**src/rtl/chan_mux_arb.sv**
```systemverilog
// chan_mux_arb: NCH-channel valid/ready multiplexer with a single registered output stage.
//   mode = 0 (DIRECT): channel chosen by sel; an out-of-range sel emits a FILL beat each
//                      time the output register loads, and fill_cnt counts those beats.
//   mode = 1 (RR):     round-robin among valid channels, starting after the last grant.
// Ports:
//   clk, rst_n           clock, asynchronous active-low reset
//   in_data/in_valid     flattened per-channel data (channel k at [k*WIDTH +: WIDTH]) and valids
//   in_ready             per-channel ready, combinational, at most one bit set
//   mode, sel            arbitration mode and DIRECT-mode channel select
//   out_data/out_valid   registered output beat
//   out_chan             source channel of out_data (the sel value for FILL beats)
//   out_ready            downstream ready
//   fill_cnt             saturating count of FILL beats emitted
module chan_mux_arb #(
  parameter int unsigned      NCH   = 9,
  parameter int unsigned      WIDTH = 16,
  parameter int unsigned      SEL_W = 4,
  parameter logic [WIDTH-1:0] FILL  = {WIDTH{1'b1}}
) (
  input  logic                 clk,
  input  logic                 rst_n,
  input  logic [NCH*WIDTH-1:0] in_data,
  input  logic [NCH-1:0]       in_valid,
  output logic [NCH-1:0]       in_ready,
  input  logic                 mode,
  input  logic [SEL_W-1:0]     sel,
  output logic [WIDTH-1:0]     out_data,
  output logic                 out_valid,
  output logic [SEL_W-1:0]     out_chan,
  input  logic                 out_ready,
  output logic [15:0]          fill_cnt
);

  if (NCH < 2 || NCH > 16 || (2 ** SEL_W) < NCH) begin : g_param_check
    $error("chan_mux_arb: NCH must be 2..16 and fit in SEL_W bits");
  end

  // Valid bit of channel k; shifting avoids index-width mismatches for any NCH/SEL_W.
  function automatic logic valid_at(input logic [NCH-1:0] v, input int unsigned k);
    logic [31:0] s;
    s = 32'(v) >> k;
    return s[0];
  endfunction

  logic [WIDTH-1:0] data_q, data_d;
  logic             valid_q, valid_d;
  logic [SEL_W-1:0] chan_q, chan_d;
  logic [SEL_W-1:0] ptr_q, ptr_d;
  logic [15:0]      fill_q, fill_d;

  logic             load_en;
  logic             sel_ok;
  logic             fill_beat;
  logic [SEL_W-1:0] rr_grant;
  logic             rr_found;
  logic [SEL_W-1:0] grant;
  logic             grant_ok;
  logic [WIDTH-1:0] grant_data;

  assign load_en   = !valid_q || out_ready;
  assign sel_ok    = 32'(sel) < NCH;
  assign fill_beat = !mode && !sel_ok;

  // Round-robin search from ptr+1 upward, wrapping, ending at ptr itself.
  always_comb begin
    int unsigned idx;
    rr_grant = ptr_q;
    rr_found = 1'b0;
    for (int unsigned i = 1; i <= NCH; i++) begin
      idx = 32'(ptr_q) + i;
      if (idx >= NCH) idx = idx - NCH;
      if (!rr_found && valid_at(in_valid, idx)) begin
        rr_found = 1'b1;
        rr_grant = SEL_W'(idx);
      end
    end
  end

  always_comb begin
    if (mode) begin
      grant    = rr_grant;
      grant_ok = rr_found;
    end else begin
      grant    = sel;
      grant_ok = sel_ok && valid_at(in_valid, 32'(sel));
    end
  end

  always_comb begin
    grant_data = '0;
    for (int unsigned k = 0; k < NCH; k++) begin
      if (32'(grant) == k) grant_data = in_data[k*WIDTH +: WIDTH];
    end
  end

  // Reset gating keeps ready low while the register is held in reset (load_en is 1 then).
  always_comb begin
    for (int unsigned k = 0; k < NCH; k++) begin
      in_ready[k] = rst_n && load_en && grant_ok && (32'(grant) == k);
    end
  end

  always_comb begin
    data_d  = data_q;
    valid_d = valid_q;
    chan_d  = chan_q;
    ptr_d   = ptr_q;
    fill_d  = fill_q;
    if (load_en) begin
      if (fill_beat) begin
        data_d  = FILL;
        chan_d  = sel;
        valid_d = 1'b1;
        if (fill_q != 16'hFFFF) fill_d = fill_q + 16'd1;
      end else if (grant_ok) begin
        data_d  = grant_data;
        chan_d  = grant;
        valid_d = 1'b1;
        if (mode) ptr_d = grant;
      end else begin
        valid_d = 1'b0;
      end
    end
  end

  always_ff @(posedge clk or negedge rst_n) begin
    if (!rst_n) begin
      data_q  <= '0;
      valid_q <= 1'b0;
      chan_q  <= '0;
      ptr_q   <= SEL_W'(NCH - 1);  // first RR grant lands on channel 0
      fill_q  <= '0;
    end else begin
      data_q  <= data_d;
      valid_q <= valid_d;
      chan_q  <= chan_d;
      ptr_q   <= ptr_d;
      fill_q  <= fill_d;
    end
  end

  assign out_data  = data_q;
  assign out_valid = valid_q;
  assign out_chan  = chan_q;
  assign fill_cnt  = fill_q;

endmodule

```
**config.mk**
```make
export PLATFORM = sky130hd
export DESIGN_NAME = chan_mux_arb
export DESIGN_NICKNAME = d
export VERILOG_FILES = /design/src/rtl/chan_mux_arb.sv
export SDC_FILE = /design/constraint.sdc
export NUM_CORES = 1
export LEC_CHECK = 0
export BUFFER_PORTS_ARGS = -buffer_cell sky130_fd_sc_hd__buf_2
export CORE_UTILIZATION = 56
export DETAILED_ROUTE_END_ITERATION = 12
export PLACE_DENSITY_LB_ADDON = 0.15
export SYNTH_ARGS = -nofsm -noshare
export SYNTH_HDL_FRONTEND = slang
export SYNTH_SLANG_ARGS = --single-unit
```
**constraint.sdc**
```tcl
create_clock -name clk -period 8.3 [get_ports clk]
set_clock_uncertainty 0.1 [all_clocks]
set_input_delay 1.245 -clock clk [delete_from_list [all_inputs] [get_ports clk]]
set_output_delay 1.245 -clock clk [all_outputs]
set_load 0.02 [all_outputs]
```
==> results_dict.tcl, run 1 <==
set metrics [dict create \
    outcome "complete, no violations" \
    grt_antenna_before_repair 2 \
    max-clock-path-buffers 2 \
    rows 42 \
    muxShareOfSynthArea 0.1122 \
    final_common_cell "buf_2" \
    htree_levels 2 \
    grt_pass1_wl_um 45990 \
    postPlaceCellArea_um2 8904 \
    syn_avg_cell_area_um2 7.522 \
    r2r_end "out_data[12]" \
    yosysTopAreaCell "dfrtp_1" \
    worstPathRequired_ns 6.95 \
    async_flop_share 1.000 \
    start_util 0.5837 \
    cts_tree "yes" \
    fin_area_um2 9102 \
    fmax_mhz 133.0 \
    synth_top_family_by_area "compound AO/OA/AOI/OAI gates" \
    r2r_cells 17 \
    fp.dieArea_um2 14550 \
    drtPass1Iterations 5 \
    grt_usage 0.4049 \
    chipHeight_um 120.6 \
    regToRegSetupSlack_ns 1.85 \
    worstHoldPathType "reg -> reg" \
    start_kind "flip-flop" \
    grt_max_degree 63 \
    grt_overflow 0 \
    crit_type "reg -> out" \
    setup_viol_count_final 0 \
    gp_congestion 1.052 \
    crit_end "in_ready[2]" \
    startpoint "ptr_q[0]" \
    wl_um 30190 \
    cts_resized 0 \
    irDropWorstVdd_mv 0.2742 \
    synth_seq_area_share 0.1303 \
    synthAdderAreaFrac 0.03810 \
    rsz0062_at_grt "no" \
    area_growth_pct 15.48 \
    synth_xor_area_frac 0.05683 \
    holdBufCountCts 0 \
    final_cell_mix "buf_2, nand2_1, nor2_1" \
    period_needed_ns 7.522 \
    synth-compound-area-share 0.3559 \
    relSlewSlack 0.2922 \
    synth_area_leaders "dfrtp_1, mux2i_1, a21oi_1" \
    post-cts-setup-buffers 0 \
    numCtsBuffers 5 \
    clockRootBuffer "clkbuf_16" \
    drive_gt1_frac 0.2592 \
    yosys_register_bits 41 \
    io_buffers 206 \
    whs_ns 0.3927 \
    r2r_start "ptr_q[0]" \
    hold_viol_final 0 \
    fin_tns_setup_ns 0 \
    vias 9467 \
    synth_fp_nets 1233 \
    synth_top_cell_area_share 0.1270 \
    crit_path_end_kind "primary output" \
    yosysWarnings 0 \
    die_w_um 120.6 \
    wire_per_inst_um 21.91 \
    synth_simple_gate_area_frac 0.2359 \
    ant_nets 0 \
    cp_max_fo 27 \
    synth-main-ff-cell "dfrtp_1" \
    crit_arrival_ns 6.18 \
    via_per_inst 6.870 \
    grt_pass1_vias 8522 \
    clock_latency_ns 0.29 \
    core_area_um2 13510 \
    p_per_area_nw_per_um2 536.1 \
    leakagePower_nw 3.933 \
    path_clk_slew_ns 0.07 \
    drc_errors 0 \
    cts.sinks 41 \
    syn_area_um2 7883 \
    nets 1384 \
    drt_iter0_drc 1167 \
    drv_slew 0 \
    cap_violations 0 \
    worst_pin_slew_ns 1.062 \
    min_period_over_period 0.9062 \
    synth.distinct_cells 108 \
    hpwlAfterDp_um 23300 \
    fin_util 0.6740 \
    io_pins 207 \
    syn_inst 1048 \
    synth-edff-count 0 \
]
==> cells by family (layout without fill, tap and decap cells) <==
logic type / count (synthesis) / after routing
other: 0 / 2
muxes: 74 / 74
adders and majority gates: 24 / 24
xor gates and xnor gates: 44 / 44
AOI/OAI and AO/OA: 387 / 387
buffers and inverters: 123 / 275
and+or+nand+nor: 355 / 355
DFF: 41 / 41
==> registers in the layout, summed over array words and instances, names as in the netlist <==
name and cells:
fill_cnt 16, out_chan 4, out_data 16, out_valid 1, ptr_q 4
==> final cells by class <==
type	count	area, um^2
Multi-Input combinational cell	884	6312
Fill cell	1224	4403
Timing Repair Buffer	228	1196
Sequential cell	41	1028
Tap cell	176	220.2
Inverter	39	146.4
Clock buffer	5	125.1
Clock inverter	3	68.82
Antenna cell	2	5.005
==> Yosys cell counts, types with 11 or more instances <==
library cell and n:
nand2_1 94, nor2_1 82, a21oi_1 71, o21ai_0 63, mux2i_1 46, clkbuf_1 45
a211oi_1 42, dfrtp_1 40, inv_1 38, xnor2_1 33, nand3_1 28, ha_1 24
buf_2 22, nor3_1 22, o31ai_1 22, nand4_1 20, o221ai_1 18, nor2b_1 15
mux2_2 14, o32ai_1 13, nand2b_1 12, o22ai_1 11
==> per-layer routing <==
metal,GRT usage,share of wire,up-vias
li1,-,-,4336
met1,0.5507,0.41,4396
met2,0.6275,0.44,630
met3,0.07642,0.11,105
met4,0.1628,0.039,0
met5,0,0,-
==> metrics by stage <==
| step | std cells | setup WS (ns) | total power [mW] |
|---|---|---|---|
| after detailed placement | 1368 | 1.354 | 4.449 |
| final | 1378 | 0.7784 | 4.880 |
| after CTS | 1376 | 0.9328 | 4.739 |
| after floorplan | 1048 | 1.698 | 3.501 |
| after global routing | 1377 | 0.3585 | 5.178 |
| after global placement | 1368 | 1.381 | 4.468 |
==> power breakdown <==
| group | total (mW) | internal, mW | switching [mW] |
|---|---|---|---|
| clock | 0.264 | 0.174 | 0.0905 |
| sequential | 0.346 | 0.282 | 0.0640 |
| combinational | 4.27 | 1.59 | 2.68 |
==> critical path, cell delays in order, from the launching register on <==
cell      delay [ns]
dfrtp_2         0.41
inv_1           0.56
ha_1            0.75
nor2b_1         0.70
a21oi_1         0.09
o32ai_1         0.46
or3b_1          0.18
a31o_1          0.48
nor4bb_1        0.57
nand4_1         0.35
mux2_2          0.38
o21ai_2         0.09
nand4_1         0.44
nor2_1          0.22
buf_2           0.19
==> worst min path at each step <==
stage / startpoint / to / slack, ns / depth (start not counted)
after global placement: out_chan[3] / out_chan[3] / 0.38 / 2
after floorplan: fill_cnt[15] / fill_cnt[15] / 0.49 / 1
after global routing: fill_cnt[8] / fill_cnt[8] / 0.41 / 1
after CTS: out_chan[3] / out_chan[3] / 0.40 / 2
final: fill_cnt[8] / fill_cnt[8] / 0.39 / 1
after detailed placement: out_chan[3] / out_chan[3] / 0.38 / 2
Note: power is estimated with default switching activity, not from simulation.
==> run 2: changes to the inputs <==
Settings changed: CORE_UTILIZATION 56 to 50.
Clock period 8.3 ns to 6.7 ns, I/O delays scaled along.
==> run 2 against run 1 <==
Compared with the run above:
- count of clock-buffer cells in the layout unchanged
- clock power rose by 17%
- non-clock buffer count increased by 22
- global-route usage down 1.4 points
- critical path depth unchanged
- die area increased by 12%
- register-to-register slack got worse by 0.79 ns
- core utilization decreased by 6.4 points
- worst setup slack lost 0.49 ns
==> results_dict.tcl, run 2 (same netlist as run 1, synthesis figures left out) <==
set metrics [dict create \
    fin_area_um2 9335 \
    vias 9420 \
    via_per_inst 6.574 \
    clockPowerShare 0.049 \
    core_area_um2 15310 \
    crit_arrival_ns 5.31 \
    post-cts-setup-buffers 0 \
    hpwlAfterDp_um 24590 \
    period_needed_ns 6.411 \
    final_common_cell "buf_2" \
    r2r_end "out_data[0]" \
    outcome "complete, no violations" \
    numCtsBuffers 5 \
    rsz0062_at_grt "no" \
    p_per_area_nw_per_um2 671.1 \
    dr.max_layer_used "met4" \
    area_growth_pct 18.43 \
    grt_pass1_vias 8899 \
    crit_chain "buf_4, and3b_1, o211a_1, or4_1, mux2i_1, or3b_1, a31o_2, nand4bb_1, nor2_1, and4_1, a211oi_1, nand2_2, nor4_1, buf_2" \
    p_sw_frac 0.5817 \
    max-clock-path-buffers 2 \
    htree_levels 2 \
    cap_violations 0 \
    drc_errors 0 \
    fp.dieArea_um2 16270 \
    power_mw 6.264 \
    fill_cells 1494 \
    wl_um 31690 \
    clockRootBuffer "clkbuf_16" \
    min_path_cells 1 \
    wl_met1_um 13410 \
    min_period_over_period 0.9568 \
    crit_path_top_delay_cell "or4_1" \
    p_switching_mw 3.644 \
    whs_ns 0.3970 \
    io_pins 207 \
    worstHoldPathType "reg -> reg" \
    worst_pin_slew_ns 0.9485 \
    fin_tns_setup_ns 0 \
    antenna_cells 0 \
    relSlewSlack 0.3653 \
    p_seq_frac 0.067 \
    crit_path_end_kind "primary output" \
    postPlaceCellArea_um2 9112 \
    cp_max_fo 25 \
    dr_wl_met3_um 3082 \
    r2r_start "ptr_q[3]" \
    final_cell_mix "buf_2, nand2_1, nor2_1" \
    crit_type "reg -> out" \
    irDropWorstVdd_mv 0.2682 \
    regToRegSetupSlack_ns 1.06 \
    clock_latency_ns 0.30 \
    setup_slack_ns 0.2894 \
    io_buffers 206 \
    grt_antenna_before_repair 0 \
    hold_viol_final 0 \
    gp_congestion 0.9808 \
    holdPathEnd "fill_cnt[15]" \
    fmax_mhz 156.0 \
    worstHoldStart "fill_cnt[15]" \
    chipHeight_um 127.6 \
    start_util 0.5147 \
    worstPathRequired_ns 5.59 \
    grt_overflow 0 \
    post-place-ws_ns 0.4312 \
    grt_pass1_wl_um 49630 \
    drive_gt1_frac 0.2831 \
    max_stage_delay_ns 0.68 \
    wire_per_inst_um 22.12 \
    drtPass1Iterations 5 \
    start_kind "flip-flop" \
    r2r_cells 16 \
    die_w_um 127.6 \
    pwr-share-comb 0.884 \
    nets 1406 \
    path_clk_slew_ns 0.08 \
    met2WireLength_um 14070 \
    cts.sinks 41 \
    internal_power_mw 2.620 \
    drv_slew 0 \
    drt_iter0_drc 958 \
    grt_usage 0.3913 \
    setup_viol_count_final 0 \
    grt_max_degree 43 \
    ant_nets 0 \
    cts_tree "yes" \
    leakagePower_nw 4.026 \
    rows 45 \
]
## run 2: cell type report
class	instances	area, um^2	share of cell area
Multi-Input combinational cell	884	6366	0.6819
Timing Repair Buffer	250	1361	0.1458
Sequential cell	41	1028	0.1102
Tap cell	211	264.0	0.02828
Inverter	39	146.4	0.01568
Clock buffer	5	125.1	0.01340
Clock inverter	3	43.79	0.004691
## run 2: how the worst max path moves through the flow
| stage | from | endpoint | cells after the start |
|---|---|---|---|
| floorplan | ptr_q[1] | in_ready[1] | 18 |
| global placement | ptr_q[1] | in_ready[7] | 16 |
| detailed placement | ptr_q[1] | in_ready[7] | 16 |
| CTS | ptr_q[1] | in_ready[7] | 16 |
| global route | ptr_q[2] | in_ready[3] | 16 |
| finish | ptr_q[3] | in_ready[3] | 14 |
## run 2: metrics by stage
step | std cells | util
after floorplan | 1048 | -
after global placement | 1425 | 0.5950
after detailed placement | 1425 | 0.5950
after CTS | 1433 | 0.6060
after global routing | 1433 | 0.6096
final | 1433 | 0.6096
## run 2: power groups by stage
stage	clock network (mW)	logic (mW)	registers, mW
global route	0.320	5.97	0.433
CTS	0.310	5.33	0.418
finish	0.310	5.53	0.420
global placement	0	5.35	0.420
floorplan	0	3.82	0.518
detailed placement	0	5.30	0.422
## run 2: critical path, delay by kind of cell, from the launching register on
kind | cells | cell delay, ns
buffers and inverters | 2 | 0.64
and+or+nand+nor | 8 | 2.45
DFF | 1 | 0.65
muxes | 1 | 0.26
AOI/OAI and AO/OA | 3 | 1.00
## run 2: repair_timing
action / in CTS / in global routing
setup endpoints to repair: 0 / 9
hold buffers: 0 / 0
gates resized for setup: 0 / 14
## run 2: layer usage
layer | vias to the layer above | global-route usage
met5 | - | 0
met4 | 0 | 0.1471
met3 | 89 | 0.08375
met2 | 547 | 0.6014
met1 | 4428 | 0.5350
li1 | 4356 | -
